`config.mk`:
```
export PLATFORM = sky130hd
export DESIGN_NAME = lc3_control
export DESIGN_NICKNAME = d
export VERILOG_FILES = /design/src/rtl/lc3_pkg.sv /design/src/rtl/lc3_out_decode.sv /design/src/rtl/lc3_control.sv
export SDC_FILE = /design/constraint.sdc
export NUM_CORES = 1
export LEC_CHECK = 0
export CAP_MARGIN = 5
export CORE_MARGIN = 2
export CORE_UTILIZATION = 28
export CTS_BUF_LIST = sky130_fd_sc_hd__clkbuf_4
export DETAILED_ROUTE_END_ITERATION = 7
export PLACE_DENSITY_LB_ADDON = 0.2
export SYNTH_ARGS = -nofsm -noshare
export SYNTH_HDL_FRONTEND = slang
export SYNTH_SLANG_ARGS = --single-unit
```
`constraint.sdc`:
```
create_clock -name clk -period 2.18 [get_ports clk]
set_input_delay 0.327 -clock clk [delete_from_list [all_inputs] [get_ports clk]]
set_output_delay 0.327 -clock clk [all_outputs]
set_load 0.05 [all_outputs]
```
`src/rtl/lc3_pkg.sv`:
```
// rtl/lc3_pkg.sv - shared encodings for the lc3_control block
// Purpose: opcode constants, FSM state encoding and the select/ALU codes
//          driven onto the datapath, plus the branch-condition helper.
// Ports:   none (package).
package lc3_pkg;

  // Opcodes (IR[15:12]) that the control unit understands
  localparam logic [3:0] OP_BR   = 4'b0000;
  localparam logic [3:0] OP_ADD  = 4'b0001;
  localparam logic [3:0] OP_LD   = 4'b0010;
  localparam logic [3:0] OP_ST   = 4'b0011;
  localparam logic [3:0] OP_AND  = 4'b0101;
  localparam logic [3:0] OP_NOT  = 4'b1001;
  localparam logic [3:0] OP_JMP  = 4'b1100;
  localparam logic [3:0] OP_LEA  = 4'b1110;
  localparam logic [3:0] OP_HALT = 4'b1111;

  // FSM state encoding
  typedef logic [3:0] state_t;
  localparam state_t S_FETCH0   = 4'd0;
  localparam state_t S_FETCH1   = 4'd1;
  localparam state_t S_FETCH2   = 4'd2;
  localparam state_t S_DECODE   = 4'd3;
  localparam state_t S_EXEC_ALU = 4'd4;
  localparam state_t S_EXEC_LEA = 4'd5;
  localparam state_t S_EXEC_BR  = 4'd6;
  localparam state_t S_EXEC_JMP = 4'd7;
  localparam state_t S_LD0      = 4'd8;
  localparam state_t S_LD1      = 4'd9;
  localparam state_t S_LD2      = 4'd10;
  localparam state_t S_ST0      = 4'd11;
  localparam state_t S_ST1      = 4'd12;
  localparam state_t S_ST2      = 4'd13;
  localparam state_t S_HALT     = 4'd14;

  // aluControl
  localparam logic [1:0] ALU_PASS = 2'b00;
  localparam logic [1:0] ALU_ADD  = 2'b01;
  localparam logic [1:0] ALU_AND  = 2'b10;
  localparam logic [1:0] ALU_NOT  = 2'b11;

  // selPC
  localparam logic [1:0] SELPC_INC  = 2'b00;
  localparam logic [1:0] SELPC_ADDR = 2'b01;
  localparam logic [1:0] SELPC_BUS  = 2'b10;

  // selEAB1 / selEAB2
  localparam logic       EAB1_PC    = 1'b0;
  localparam logic       EAB1_RA    = 1'b1;
  localparam logic [1:0] EAB2_ZERO  = 2'b00;
  localparam logic [1:0] EAB2_OFF6  = 2'b01;
  localparam logic [1:0] EAB2_OFF9  = 2'b10;
  localparam logic [1:0] EAB2_OFF11 = 2'b11;

  // selMDR
  localparam logic SELMDR_BUS = 1'b0;
  localparam logic SELMDR_MEM = 1'b1;

  // A branch is taken when any requested condition (IR[11:9]) matches the CCs
  function automatic logic br_taken(input logic [2:0] cond, input logic [2:0] nzp);
    return (cond & nzp) != 3'b000;
  endfunction

endpackage

```
`src/rtl/lc3_out_decode.sv`:
```
// rtl/lc3_out_decode.sv - Moore decode of FSM state and IR into datapath strobes
// Purpose: purely combinational; every strobe defaults to 0 and is forced to 0
//          while active_i is low so reset masks all outputs immediately.
// Ports:   active_i, state_i, op_i/ir_11_9_i/ir_8_6_i/ir_2_0_i (IR fields) in;
//          load/gate/select strobes, register addresses, memWE, halted out.
import lc3_pkg::*;

module lc3_out_decode (
  input  logic       active_i,
  input  state_t     state_i,
  input  logic [3:0] op_i,
  input  logic [2:0] ir_11_9_i,
  input  logic [2:0] ir_8_6_i,
  input  logic [2:0] ir_2_0_i,
  output logic       ld_pc_o,
  output logic       ld_ir_o,
  output logic       ld_mar_o,
  output logic       ld_mdr_o,
  output logic       ld_cc_o,
  output logic       gate_pc_o,
  output logic       gate_mdr_o,
  output logic       gate_alu_o,
  output logic       gate_marmux_o,
  output logic       reg_we_o,
  output logic [2:0] dr_o,
  output logic [2:0] sr1_o,
  output logic [2:0] sr2_o,
  output logic [1:0] alu_control_o,
  output logic [1:0] sel_pc_o,
  output logic       sel_eab1_o,
  output logic [1:0] sel_eab2_o,
  output logic       sel_mdr_o,
  output logic       mem_we_o,
  output logic       halted_o
);

  always_comb begin
    ld_pc_o       = 1'b0;
    ld_ir_o       = 1'b0;
    ld_mar_o      = 1'b0;
    ld_mdr_o      = 1'b0;
    ld_cc_o       = 1'b0;
    gate_pc_o     = 1'b0;
    gate_mdr_o    = 1'b0;
    gate_alu_o    = 1'b0;
    gate_marmux_o = 1'b0;
    reg_we_o      = 1'b0;
    dr_o          = 3'b000;
    sr1_o         = 3'b000;
    sr2_o         = 3'b000;
    alu_control_o = ALU_PASS;
    sel_pc_o      = SELPC_INC;
    sel_eab1_o    = EAB1_PC;
    sel_eab2_o    = EAB2_ZERO;
    sel_mdr_o     = SELMDR_BUS;
    mem_we_o      = 1'b0;
    halted_o      = 1'b0;

    if (active_i) begin
      dr_o  = ir_11_9_i;
      sr1_o = ir_8_6_i;
      sr2_o = ir_2_0_i;

      case (state_i)
        S_FETCH0: begin
          gate_pc_o = 1'b1;
          ld_mar_o  = 1'b1;
          ld_pc_o   = 1'b1;
        end
        S_FETCH1: begin
          ld_mdr_o  = 1'b1;
          sel_mdr_o = SELMDR_MEM;
        end
        S_FETCH2: begin
          gate_mdr_o = 1'b1;
          ld_ir_o    = 1'b1;
        end
        S_EXEC_ALU: begin
          gate_alu_o = 1'b1;
          reg_we_o   = 1'b1;
          ld_cc_o    = 1'b1;
          case (op_i)
            OP_ADD:  alu_control_o = ALU_ADD;
            OP_AND:  alu_control_o = ALU_AND;
            default: alu_control_o = ALU_NOT;
          endcase
        end
        S_EXEC_LEA: begin
          sel_eab2_o    = EAB2_OFF9;
          gate_marmux_o = 1'b1;
          reg_we_o      = 1'b1;
          ld_cc_o       = 1'b1;
        end
        S_EXEC_BR: begin
          sel_eab2_o = EAB2_OFF9;
          sel_pc_o   = SELPC_ADDR;
          ld_pc_o    = 1'b1;
        end
        S_EXEC_JMP: begin
          sel_eab1_o = EAB1_RA;
          sel_pc_o   = SELPC_ADDR;
          ld_pc_o    = 1'b1;
        end
        S_LD0, S_ST0: begin
          sel_eab2_o    = EAB2_OFF9;
          gate_marmux_o = 1'b1;
          ld_mar_o      = 1'b1;
        end
        S_LD1: begin
          ld_mdr_o  = 1'b1;
          sel_mdr_o = SELMDR_MEM;
        end
        S_LD2: begin
          gate_mdr_o = 1'b1;
          reg_we_o   = 1'b1;
          ld_cc_o    = 1'b1;
        end
        S_ST1: begin
          // The store source register sits in the DR field; route it through
          // SR1 so the ALU can pass it onto the bus.
          sr1_o         = ir_11_9_i;
          alu_control_o = ALU_PASS;
          gate_alu_o    = 1'b1;
          ld_mdr_o      = 1'b1;
          sel_mdr_o     = SELMDR_BUS;
        end
        S_ST2: begin
          mem_we_o = 1'b1;
        end
        S_HALT: begin
          halted_o = 1'b1;
        end
        default: ;
      endcase
    end
  end

endmodule

```
`src/rtl/lc3_control.sv`:
```
// rtl/lc3_control.sv - multicycle fetch/decode/execute controller for the LC-3 subset
// Purpose: holds the FSM state register, next-state dispatch and the
//          retired-instruction counter; strobes come from lc3_out_decode.
// Ports:   clk, reset (async active-low), IR[15:0], nzp[2:0] in;
//          ld*/gate* strobes, regWE, DR/SR1/SR2, aluControl, selPC, selEAB1,
//          selEAB2, selMDR, memWE, halted, instrCount[15:0] out.
import lc3_pkg::*;

module lc3_control (
  input  logic        clk,
  input  logic        reset,
  input  logic [15:0] IR,
  input  logic [2:0]  nzp,
  output logic        ldPC,
  output logic        ldIR,
  output logic        ldMAR,
  output logic        ldMDR,
  output logic        ldCC,
  output logic        gatePC,
  output logic        gateMDR,
  output logic        gateALU,
  output logic        gateMARMUX,
  output logic        regWE,
  output logic [2:0]  DR,
  output logic [2:0]  SR1,
  output logic [2:0]  SR2,
  output logic [1:0]  aluControl,
  output logic [1:0]  selPC,
  output logic        selEAB1,
  output logic [1:0]  selEAB2,
  output logic        selMDR,
  output logic        memWE,
  output logic        halted,
  output logic [15:0] instrCount
);

  state_t      state_q, state_d;
  logic [15:0] count_q, count_d;

  // IR[5:3] (SR2 vs. immediate mode) only matters to the datapath
  logic unused_ir_bits;
  assign unused_ir_bits = ^IR[5:3];

  always_comb begin
    state_d = state_q;
    case (state_q)
      S_FETCH0: state_d = S_FETCH1;
      S_FETCH1: state_d = S_FETCH2;
      S_FETCH2: state_d = S_DECODE;
      S_DECODE: begin
        case (IR[15:12])
          OP_ADD, OP_AND, OP_NOT: state_d = S_EXEC_ALU;
          OP_LEA:  state_d = S_EXEC_LEA;
          OP_BR:   state_d = br_taken(IR[11:9], nzp) ? S_EXEC_BR : S_FETCH0;
          OP_JMP:  state_d = S_EXEC_JMP;
          OP_LD:   state_d = S_LD0;
          OP_ST:   state_d = S_ST0;
          OP_HALT: state_d = S_HALT;
          default: state_d = S_FETCH0;  // unsupported opcode acts as a NOP
        endcase
      end
      S_LD0:    state_d = S_LD1;
      S_LD1:    state_d = S_LD2;
      S_ST0:    state_d = S_ST1;
      S_ST1:    state_d = S_ST2;
      S_HALT:   state_d = S_HALT;
      default:  state_d = S_FETCH0;  // EXEC_*, LD2, ST2 and unused encodings
    endcase
  end

  // Counts on the edge that loads IR; wraps silently
  always_comb begin
    count_d = count_q;
    if (state_q == S_FETCH2) begin
      count_d = count_q + 16'd1;
    end
  end

  always_ff @(posedge clk or negedge reset) begin
    if (!reset) begin
      state_q <= S_FETCH0;
      count_q <= 16'd0;
    end else begin
      state_q <= state_d;
      count_q <= count_d;
    end
  end

  assign instrCount = count_q;

  // Outputs are masked directly by reset so nothing strobes during reset,
  // even though the state register already holds FETCH0.
  lc3_out_decode u_out_decode (
    .active_i      (reset),
    .state_i       (state_q),
    .op_i          (IR[15:12]),
    .ir_11_9_i     (IR[11:9]),
    .ir_8_6_i      (IR[8:6]),
    .ir_2_0_i      (IR[2:0]),
    .ld_pc_o       (ldPC),
    .ld_ir_o       (ldIR),
    .ld_mar_o      (ldMAR),
    .ld_mdr_o      (ldMDR),
    .ld_cc_o       (ldCC),
    .gate_pc_o     (gatePC),
    .gate_mdr_o    (gateMDR),
    .gate_alu_o    (gateALU),
    .gate_marmux_o (gateMARMUX),
    .reg_we_o      (regWE),
    .dr_o          (DR),
    .sr1_o         (SR1),
    .sr2_o         (SR2),
    .alu_control_o (aluControl),
    .sel_pc_o      (selPC),
    .sel_eab1_o    (selEAB1),
    .sel_eab2_o    (selEAB2),
    .sel_mdr_o     (selMDR),
    .mem_we_o      (memWE),
    .halted_o      (halted)
  );

endmodule

```
==> summary.txt <==
Run status
  • Outcome: finished, final reports clean

Cells and area
  • Multi-input logic area: around 860 um^2
  • Fillers: 446
  • Layout cell share with drive strength beyond 1: 29.6%
  • Nets@finish: roughly 260
  • Most frequent cells in the layout: 33 x clkdlybuf4s50_1, 28 x buf_12, 18 x buf_4
  • Most common cell after layout, fill and taps aside: clkdlybuf4s50_1
  • Register area: ~500 um^2
  • Layout area overhead: 82.2%
  • N_diodes: 0

Critical path
  • Crit Path Max Fanout: 6
  • Slowest cell delay on critical path: about 0.45 ns
  • WP data required: about 1.9 ns
  • Slowest cell on crit path: dfrtp_2
  • Critical Path End Type: output port
  • R2R Setup Slk: roughly 0.30 ns
  • Worst EP arrival: around 1.8 ns
  • RR Startpoint: state_q[3]
  • Reg2reg end: instrCount[14]
  • Kind of critical path: flop to output port
  • Startpoint class of the critical path: flop
  • R2R depth: 6
  • CP cell instances: buf_4 -> nand2b_4 -> nand4b_1 -> a21oi_1 -> buf_12

Yosys
  • Synth Area in Simple Gates: about 34%
  • XOR/XNOR share of the synthesized area: between 10 and 15%
  • Synth Area in Compound Gates: between 10% and 20%
  • Post-synth cell types: 42
  • Synth top area cells: dfrtp_1 36%, xor2_1 7.0%, nor2_1 4.6%, and2_1 4.1%, xnor2_1 3.8%
  • Flops & latches, synth: 20
  • Top cell type's share of synthesized area: between 30% and 40%
  • Cells after Synth: 159
  • Cell Area, Synth: between 0.001 and 0.0015 mm^2
  • Ys Warns: 0
  • Post-synth top flop: dfrtp_1
  • FFs w/ async S/R, synth: 100%
  • EDFF count, synth: 0
  • Top cell type by total area after synthesis: dfrtp_1
  • Mux share of post-synthesis cell area: 2.98%
  • Adder-cell share of the synthesized area: less than 1%
  • Sequential fraction of the synthesis area: 36.2%
  • Synthesized area per cell: 8.70 um^2
  • Largest family of logic cells by synthesized area: simple AND/OR/NAND/NOR gates

Timing
  • Relative slew slack: roughly 66%
  • Slew Viols, Final: 0
  • Slew of the pin with the lowest slew margin: around 0.50 ns
  • Setup total negative slack: 0 ns
  • Count of final hold-check violations: 0
  • # setup viols final: 0
  • Final worst setup slack: around 0.096 ns
  • Tmin final: about 2.1 ns
  • RSZ-0062 raised after global routing: no
  • Fin crit share: ~96%
  • FMAX: ~480 MHz
  • Skew final: slightly below 0.002 ns

Place
  • Placer Congestion: roughly 0.80
  • DP Wirelength: 3.02 mm
  • Post-Place Worst Slack: 0.164 ns
  • PortBufs: 60

Hold path
  • Hold EP: instrCount[15]
  • Worst hold start: instrCount[15]
  • Hold Crit Class: flop to flop
  • Hold depth: 1

Clock network
  • Reg clk slew, reported paths: roughly 0.1 ns
  • Worst skew pair latency: roughly 0.3 ns
  • Clock root buffer: clkbuf_4
  • Longest Clk Path Bufs: 2
  • CTS sink cnt: 20
  • # hold bufs at CTS: 0
  • CTS tree: built
  • Cts bufs inserted: 3
  • CTS H-Tree Depth: 1

Power
  • Peak VDD IR: between 0.0004 and 0.0005 V
  • Switch Pwr: approximately 1.1 mW
  • Clk network pwr share: approximately 7.3%
  • Comb pwr share: 67.4%
  • Power per cell area: around 930 mW/mm^2
  • Switching part of the total: between 40% and 50%
  • P_leak: roughly 1.1 nW
  • Sequential Power Share: roughly 25%
  • Internal power: ~1.2 mW

Global route
  • Antenna violations before repair: 0
  • Vias in the first global route: 1301
  • Total congestion overflow: 0
  • First-pass GRT wire length: between 6 and 7 mm
  • Total GRT Usage: between 10% and 20%
  • Largest net degree at the start of global routing: 21

Route
  • First drt pass iteration count: 4
  • Detailed Route WL: ~3.9 mm
  • WL/cell: between 10 and 15 um
  • Vias/cell: 4.69
  • Initial DRC count: 28
  • Final ANT Viol Nets: 0
  • Vias post-DR: 1406
  • Drt drc: 0

Floorplan
  • Area of the core: between 0.004 and 0.005 mm^2
  • DIE AREA: 0.00552 mm^2
  • Die Y: between 70 and 80 um
  • I/O Pins: 66
  • Die W: between 70 and 80 um
  • Rows: 25
  • Initial Utilization: 29.1%

Run
  • Maxcap violations: 0
[area by class of cell]
cell class	count	area share (%)
inverter	6	0.893
tap	67	3.33
timing repair buffer	79	40.7
multi-input combinational	125	34.2
clock buffer	3	0.893
sequential	20	20.0
[logic make-up (layout without fill, tap and decap cells)]
kind of cell    count (synthesis)  after routing
xor+xnor                       17             17
buf+inv                        15             88
flops                          20             20
simple gates                   79             79
fa+ha+maj                       1              1
mux                             4              4
compound gates                 22             22
other cells                     1              2
[cell usage after synthesis, types with 2 or more instances]
cell      instances
and4_1            2
o21ai_0           5
o22ai_1           2
nor2b_1           4
nand2_1          11
and2_1            9
nand2b_1          6
a31oi_1           3
xnor2_1           6
a21oi_1           4
mux2i_1           3
nor2_1           17
xor2_1           11
o211ai_1          2
buf_4             3
nor3_1            6
and3_1            3
nor4_2            2
nand3_1           8
inv_1             6
clkbuf_1          6
dfrtp_1          20
[layer usage]
layer  global-route usage (%)  vias up  part of all wire (%)  wire (um)
li1                         -      691                     -          -
met3                     2.85        4                   3.4        134
met4                     2.98        0                  0.67         26
met2                     24.6       34                    52       2040
met5                        0        -                     0          0
met1                     19.1      677                    44       1700
[timing repair]
| item | CTS | global route |
|---|---|---|
| buffers inserted | 4 | 3 |
| pin swaps | 0 | 1 |
| endpoints found under the setup margin | 5 | 7 |
| gates resized for setup | 2 | 8 |
[state kept, by name (all words and copies together) (netlist names)]
| name | flops |
|---|---|
| instrCount | 16 |
| state_q | 4 |
[power groups by stage]
stage          logic, mW  registers, mW  clock network [mW]
2_1_floorplan      0.744          0.715                   0
3_3_place_gp        1.47          0.618                   0
3_5_place_dp        1.47          0.617                   0
4_1_cts             1.54          0.591               0.178
5_1_grt             1.68          0.610               0.200
6_report            1.59          0.595               0.173
[worst max-delay path, delay by kind of cell, from the launching register on]
kind / cells / cell delay [ns]
flops: 1 / 0.45
buf+inv: 2 / 0.35
simple gates: 2 / 0.38
compound gates: 1 / 0.28
[per-stage QoR]
stage	total power, mW	std cells	area [um^2]	hold slack (ns)	utilization, %
floorplan	1.46	160	1400	0.0314	-
global placement	2.09	290	2410	0.455	50.7
detailed placement	2.09	290	2410	0.466	50.7
CTS	2.31	297	2470	0.480	51.9
global route	2.49	300	2520	0.499	53.0
finish	2.35	300	2520	0.475	53.0
[worst max path at each step]
stage | startpoint | end | slack [ns]
after floorplan | state_q[1] | SR1[0] | 0.02
after global placement | reset | ldCC | 0.18
after detailed placement | reset | selMDR | 0.16
after CTS | state_q[3] | aluControl[0] | 0.005
after global routing | state_q[3] | selEAB2[1] | 0.007
final | state_q[3] | aluControl[1] | 0.1
(Power assumes the default switching activity.)
